==> src/rtl/tomasulo_pkg.sv <==
// tomasulo_pkg: constants shared by the Tomasulo datapath blocks.
//   DATA_W / TAG_W     default result and CDB tag widths
//   FREE_REGISTER      tag value meaning "no producer"; never broadcast
//   RES_STATION_ADD1/2 reservation-station ids of the two adder stations
//   sem_valor          idle value driven on the CDB data lines
package tomasulo_pkg;
  localparam int          DATA_W           = 16;
  localparam int          TAG_W            = 4;
  localparam int          FREE_REGISTER    = 0;
  localparam int          RES_STATION_ADD1 = 1;
  localparam int          RES_STATION_ADD2 = 2;
  localparam logic [15:0] sem_valor        = 16'hFFF0;
endpackage

==> src/rtl/rr_picker.sv <==
// rr_picker: combinational round-robin selector.
//   i_req       request vector, one bit per requester
//   i_ptr       index that has highest priority this cycle (< NUM_UF)
//   o_win       first requesting index at or after i_ptr, wrapping
//   o_win_valid at least one request is set
module rr_picker #(
  parameter int NUM_UF = 4,
  parameter int PTR_W  = 2
) (
  input  logic [NUM_UF-1:0] i_req,
  input  logic [PTR_W-1:0]  i_ptr,
  output logic [PTR_W-1:0]  o_win,
  output logic              o_win_valid
);

  logic [PTR_W:0] w_idx;

  // Scan from the farthest offset down to offset 0 so the closest
  // requester to the pointer is the last (and therefore final) assignment.
  always_comb begin
    o_win       = '0;
    o_win_valid = 1'b0;
    w_idx       = '0;
    for (int k = NUM_UF - 1; k >= 0; k--) begin
      w_idx = {1'b0, i_ptr} + (PTR_W + 1)'(k);
      if (w_idx >= (PTR_W + 1)'(NUM_UF))
        w_idx = w_idx - (PTR_W + 1)'(NUM_UF);
      if (i_req[w_idx[PTR_W-1:0]]) begin
        o_win       = w_idx[PTR_W-1:0];
        o_win_valid = 1'b1;
      end
    end
  end

endmodule

==> src/rtl/cdb_scheduler.sv <==
// cdb_scheduler: shares the Common Data Bus between NUM_UF functional units.
// Each unit hands one result into its holding slot (Done/Accept handshake);
// one held slot per cycle is granted round-robin and broadcast on the
// registered CDB outputs.
//   Clock, Reset        clock, async active-low reset
//   Flush               synchronous clear of slots, pointer and CDB outputs
//   Done, Q_bus         per-unit result valid and data (unit i at i*DATA_W)
//   Accept              per-unit ready (combinational)
//   Write_Enable_CDB    broadcast valid
//   Qi_CDB, Qi_CDB_data broadcast tag (TAG_BASE+unit) and value
//   Grant_onehot        source unit of the current broadcast
//   Pending             number of occupied slots
module cdb_scheduler #(
  parameter int NUM_UF   = 4,
  parameter int DATA_W   = tomasulo_pkg::DATA_W,
  parameter int TAG_W    = tomasulo_pkg::TAG_W,
  parameter int TAG_BASE = 1
) (
  input  logic                     Clock,
  input  logic                     Reset,
  input  logic                     Flush,
  input  logic [NUM_UF-1:0]        Done,
  input  logic [NUM_UF*DATA_W-1:0] Q_bus,
  output logic [NUM_UF-1:0]        Accept,
  output logic                     Write_Enable_CDB,
  output logic [TAG_W-1:0]         Qi_CDB,
  output logic [DATA_W-1:0]        Qi_CDB_data,
  output logic [NUM_UF-1:0]        Grant_onehot,
  output logic [3:0]               Pending
);
  import tomasulo_pkg::*;

  localparam int PTR_W = $clog2(NUM_UF);
  localparam logic [DATA_W-1:0] IDLE_DATA = DATA_W'(sem_valor);
  localparam logic [TAG_W-1:0]  IDLE_TAG  = TAG_W'(FREE_REGISTER);

  if (NUM_UF < 2 || NUM_UF > 8) begin : g_bad_num_uf
    $error("cdb_scheduler: NUM_UF must be in 2..8");
  end
  if (TAG_BASE < 1 || TAG_BASE + NUM_UF - 1 >= (1 << TAG_W)) begin : g_bad_tag
    $error("cdb_scheduler: tags TAG_BASE..TAG_BASE+NUM_UF-1 must be nonzero and fit TAG_W");
  end

  logic [NUM_UF-1:0]             r_held;
  logic [NUM_UF-1:0][DATA_W-1:0] r_data;
  logic [PTR_W-1:0]              r_ptr;
  logic                          r_we;
  logic [TAG_W-1:0]              r_tag;
  logic [DATA_W-1:0]             r_cdb_data;
  logic [NUM_UF-1:0]             r_gnt;
  logic [3:0]                    r_pend;

  logic [PTR_W-1:0]  w_win;
  logic              w_win_valid;
  logic [NUM_UF-1:0] w_win_oh;
  logic [NUM_UF-1:0] w_take;
  logic [NUM_UF-1:0] w_held_nxt;
  logic [3:0]        w_pend_nxt;
  logic [PTR_W-1:0]  w_ptr_nxt;
  logic [TAG_W-1:0]  w_tag;

  rr_picker #(
    .NUM_UF (NUM_UF),
    .PTR_W  (PTR_W)
  ) u_picker (
    .i_req       (r_held),
    .i_ptr       (r_ptr),
    .o_win       (w_win),
    .o_win_valid (w_win_valid)
  );

  always_comb begin
    w_win_oh = '0;
    if (w_win_valid) w_win_oh = NUM_UF'(1) << w_win;
  end

  // A slot being granted this cycle can take a new result on the same edge,
  // letting one unit stream results back-to-back.
  assign Accept     = Flush ? '0 : (~r_held | w_win_oh);
  assign w_take     = Done & Accept;
  assign w_held_nxt = (r_held & ~w_win_oh) | w_take;
  assign w_ptr_nxt  = (w_win == PTR_W'(NUM_UF - 1)) ? '0 : w_win + 1'b1;
  assign w_tag      = TAG_W'(TAG_BASE) + TAG_W'(w_win);

  always_comb begin
    w_pend_nxt = '0;
    for (int i = 0; i < NUM_UF; i++)
      w_pend_nxt = w_pend_nxt + {3'b000, w_held_nxt[i]};
  end

  always_ff @(posedge Clock or negedge Reset) begin
    if (!Reset) begin
      r_held     <= '0;
      r_data     <= '0;
      r_ptr      <= '0;
      r_we       <= 1'b0;
      r_tag      <= IDLE_TAG;
      r_cdb_data <= IDLE_DATA;
      r_gnt      <= '0;
      r_pend     <= '0;
    end else if (Flush) begin
      // Held results are discarded; data storage is don't-care once empty.
      r_held     <= '0;
      r_ptr      <= '0;
      r_we       <= 1'b0;
      r_tag      <= IDLE_TAG;
      r_cdb_data <= IDLE_DATA;
      r_gnt      <= '0;
      r_pend     <= '0;
    end else begin
      r_held <= w_held_nxt;
      r_pend <= w_pend_nxt;
      for (int i = 0; i < NUM_UF; i++)
        if (w_take[i]) r_data[i] <= Q_bus[i*DATA_W +: DATA_W];
      if (w_win_valid) begin
        r_we       <= 1'b1;
        r_tag      <= w_tag;
        r_cdb_data <= r_data[w_win];
        r_gnt      <= w_win_oh;
        r_ptr      <= w_ptr_nxt;
      end else begin
        r_we       <= 1'b0;
        r_tag      <= IDLE_TAG;
        r_cdb_data <= IDLE_DATA;
        r_gnt      <= '0;
      end
    end
  end

  assign Write_Enable_CDB = r_we;
  assign Qi_CDB           = r_tag;
  assign Qi_CDB_data      = r_cdb_data;
  assign Grant_onehot     = r_gnt;
  assign Pending          = r_pend;

endmodule

==> config.mk <==
export PLATFORM = sky130hd
export DESIGN_NAME = cdb_scheduler
export DESIGN_NICKNAME = d
export VERILOG_FILES = /design/src/rtl/tomasulo_pkg.sv /design/src/rtl/rr_picker.sv /design/src/rtl/cdb_scheduler.sv
export SDC_FILE = /design/constraint.sdc
export NUM_CORES = 1
export LEC_CHECK = 0
export BUFFER_PORTS_ARGS = -buffer_cell sky130_fd_sc_hd__buf_4
export CORE_MARGIN = 4
export CORE_UTILIZATION = 53
export CTS_CLUSTER_DIAMETER = 100
export CTS_CLUSTER_SIZE = 12
export DETAILED_ROUTE_END_ITERATION = 7
export PLACE_DENSITY = 0.81
export SLEW_MARGIN = 0
export SYNTH_ARGS = -nofsm -noshare
export SYNTH_HDL_FRONTEND = slang
export SYNTH_HIERARCHICAL = 1
export SYNTH_SLANG_ARGS = --single-unit
==> constraint.sdc <==
create_clock -name Clock -period 3.75 [get_ports Clock]
set_input_delay 0.75 -clock Clock [delete_from_list [all_inputs] [get_ports Clock]]
set_output_delay 0.75 -clock Clock [all_outputs]
set_load 0.01 [all_outputs]
==> impl_results.md <==
* Clock root buffer master: sky130_fd_sc_hd__clkbuf_8
* Arrival time worst endpoint at 2.22 ns
* DRC marker count from the first detailed-route iteration at between 100 and 150
* Final worst path period share at about four fifths
* CP required at approximately 3 ns
* Utilization after layout at between 60% and 70%
* Input/output buffers at roughly 100
* Final net count at roughly 480
* Type of origin of the critical path: register
* Sequential power share at around half
* Via count of the first global-routing pass at approximately 2800
* Total routing resource utilization after global routing at 19.1%
* Number of pins with negative max-slew slack in the final report at 0
* Total power divided by cell area at around 520 nW/um^2
* Worst slack on hold paths at 0.516 ns
* Count of H-tree levels built during CTS at 3
* Largest vdd supply drop at between 300 and 400 uV
* Fraction of power consumed by the clock network at about a quarter
* Vias at around 2600
* Switching share of total power at 29.1%
* Sinks on the clock net at 97
* Combinational fraction of design power at between 20% and 30%
* Horizontal die dimension at between 90 and 100 microns
* Slack of the critical path at roughly 0.78 ns
* Setup CP Type: reg2out
* Path class of the lowest-slack min-delay path: reg2reg
* Pre-CTS WS at 0.875 ns
* Most common library cell in the layout ignoring fill and taps: sky130_fd_sc_hd__buf_4
* DP Wirelength at between 6000 and 7000 microns
* Maximum buffer depth of the clock tree at 2
* Endpoint type of the worst setup path: output pin
* Cell type with the highest aggregate area in the netlist: sky130_fd_sc_hd__dfrtp_1
* Xor/xnor cell area share of the yosys netlist at 0%
* Fmax at between 300 and 400 MHz
* Setup-failing EPs final at 0
* RSZ-0062 raised after global routing: false
* Launch point of the worst path: r_ptr[1]
* Inserted Clock Buffers at 9
* Top library cells by usage in the layout, fill and taps aside: sky130_fd_sc_hd__buf_4 (104), sky130_fd_sc_hd__dfrtp_1 (85), sky130_fd_sc_hd__mux2_4 (40)
* Fraction of synthesized cell area taken by the top area cell type at between 40% and 50%
* Prevailing post-synth register cell: sky130_fd_sc_hd__dfrtp_1
* First-pass GRT wire length at between 10000 and 15000 microns
* Simple-gate share of the synthesized area at around 6.3%
* Switching pwr at about 0.81 mW
* Clock tree from TritonCTS: yes
* Power Total at 2.79 mW
* Run status: finished, final reports clean
* Antenna fix cells at 0
* Number of vias per cell at about 5.2
* Placement Rows at 32
* Core Region at just under 8000 sq um
* Unique cell type count in the Yosys netlist at 26
* Minimum period implied by the final worst setup slack at a little under 3 ns
* Proportion of synthesized chip area in sequential cells at between 50% and 60%
* Residual DRC at 0
* Fraction of registers with async set/reset at 100%
* Leading post-synthesis cells by cell area: sky130_fd_sc_hd__dfrtp_1 (49%), sky130_fd_sc_hd__mux2_4 (14%), sky130_fd_sc_hd__mux2i_1 (8.0%), sky130_fd_sc_hd__dfstp_2 (7.2%), sky130_fd_sc_hd__mux2_2 (6.2%)
* HP Start: r_data[30]
* Filler cell count in the final layout at 577
* Post-CTS repair timing setup buffer count at 0
* Antenna-violating nets left at 0
* Post-synthesis cell area at approximately 4400 sq um
* Internal power at 1.98 mW
* Share of synthesized area spent on multiplexers at about 28%
* Largest fanout of any net on the critical path at 6
* Yosys Warn Count at 6
* Static Leakage at around 2.6 nW
* I/O pin total at ~100
* Quantity of gates resized following cts at 0
* Setup clock skew after layout at approximately 0.012 ns
* Average footprint of a synthesized cell at 14.8 sq um
* Die boundary height at between 90 and 100 microns
* Dominant combinational cell family by area after synthesis: multiplexers
* Growth of design area from synthesis to finish at 23.2%
* Setup_tns at 0 ns
* Number of failing hold endpoints at the final stage at 0
* Slew @ Worst Pin at ~1.0 ns
* Fraction of layout instances using a drive strength above 1 at about 51%
* Post-synth EDFFs at 0
* Average detailed-routed wire length per instance at around 18 microns
* Cell count after synthesis at ~300
* Post-synthesis share of cell area spent on full adders, half adders and majority gates at 2.18%
* Source of the worst register-to-register timing path: r_ptr[1]
* Total grt overflow at 0
* Die area at about 10000 sq um
* Last weighted congestion value of the routability-driven placer at 0.822
* Clock insertion delay at the later pin of the skew report at ~0.36 ns
* Largest net degree at the start of global routing at between 80 and 90
* Synthesis-stage register bit count at 97
* Maximum capacitance violations at 0
* Detailed-router iteration count before antenna repair at 4
* Max_slew headroom at between 30% and 40%
* Clock-pin transition on the worst setup and hold timing paths at about 0.09 ns
* WL final at about 9000 microns
* Hold-fix buffers, CTS at 0
* Complex-gate fraction of the synthesized area at 4.92%
* Initial antenna violation count at 0
* Effective utilization at floorplan at a little under three fifths
-- power by group through the flow --
stage	logic (mW)	clock network [mW]	registers (mW)
2_1_floorplan	0.476	0	1.40
3_3_place_gp	0.730	0	1.40
3_5_place_dp	0.747	0	1.41
4_1_cts	0.753	0.679	1.39
5_1_grt	0.808	0.724	1.42
6_report	0.743	0.658	1.39
-- cell type report --
type / instances / area (sq um) / area share, %
sequential: 97 / 2440 / 45.4
multi-input combinational: 182 / 1820 / 33.8
timing repair buffer: 104 / 781 / 14.5
clock buffer: 10 / 138 / 2.56
tap: 102 / 128 / 2.37
clock inverter: 6 / 62.6 / 1.16
inverter: 3 / 11.3 / 0.209
-- kinds of logic (layout without fill, tap and decap cells) --
group	Yosys count	in the layout
buf+inv	17	123
mux	99	99
other cells	1	2
compound gates	23	23
fa+ha+maj	7	7
flops	97	97
simple gates	51	51
-- cells in the mapped netlist, types with 3 or more instances --
cell type / number
sky130_fd_sc_hd__dfrtp_1: 85
sky130_fd_sc_hd__mux2_4: 40
sky130_fd_sc_hd__mux2i_1: 35
sky130_fd_sc_hd__mux2_2: 24
sky130_fd_sc_hd__nor2_1: 22
sky130_fd_sc_hd__a22oi_1: 12
sky130_fd_sc_hd__dfstp_2: 12
sky130_fd_sc_hd__nand2b_1: 11
sky130_fd_sc_hd__and2_1: 6
sky130_fd_sc_hd__ha_1: 6
sky130_fd_sc_hd__buf_2: 5
sky130_fd_sc_hd__buf_6: 5
sky130_fd_sc_hd__a21boi_4: 4
sky130_fd_sc_hd__nand2_1: 4
sky130_fd_sc_hd__nor2_4: 4
sky130_fd_sc_hd__o22ai_1: 4
sky130_fd_sc_hd__buf_4: 3
sky130_fd_sc_hd__inv_1: 3
sky130_fd_sc_hd__nor2b_1: 3
-- per-layer routing --
metal,GRT usage (%),share of wire [%],vias to the layer above
met5,0,0,-
met4,7.04,1.5,0
met3,3.11,5.3,11
met2,30.8,49,76
met1,26.1,44,1299
li1,-,-,1239
-- metrics by stage --
stage / instances / instance area (sq um)
after floorplan: 296 / 4380
after global placement: 488 / 5180
after detailed placement: 488 / 5180
after CTS: 504 / 5380
after global routing: 504 / 5380
final: 504 / 5380
-- state kept, by name (all words and copies together), names as in the netlist --
| name | cells |
|---|---|
| Grant_onehot | 4 |
| r_ptr | 2 |
| r_data | 64 |
| Qi_CDB | 3 |
| Qi_CDB_data | 16 |
| r_held | 4 |
| Pending | 3 |
| Write_Enable_CDB | 1 |
-- worst max-delay path, cell delays in order (launching register included) --
cell                       delay (ns)
sky130_fd_sc_hd__dfrtp_1         0.45
sky130_fd_sc_hd__nor3b_1         0.21
sky130_fd_sc_hd__a211oi_1        0.08
sky130_fd_sc_hd__nor2_1          0.27
sky130_fd_sc_hd__inv_1           0.15
sky130_fd_sc_hd__ha_1            0.26
sky130_fd_sc_hd__a21boi_4        0.23
sky130_fd_sc_hd__nor2_1          0.07
sky130_fd_sc_hd__buf_4           0.15
-- path summary, 6_finish.rpt --
kind,endpoint,slack [ns],cells past startpoint
max,Accept[0],0.78,8
min,r_data[30],0.52,1
max reg2reg,Pending[1],0.83,11
min reg2reg,r_data[30],0.52,1
max in group asynchronous,Qi_CDB_data[14],2.34,2
min in group asynchronous,r_data[34],0.56,1
Note: power is estimated with default switching activity, not from simulation.
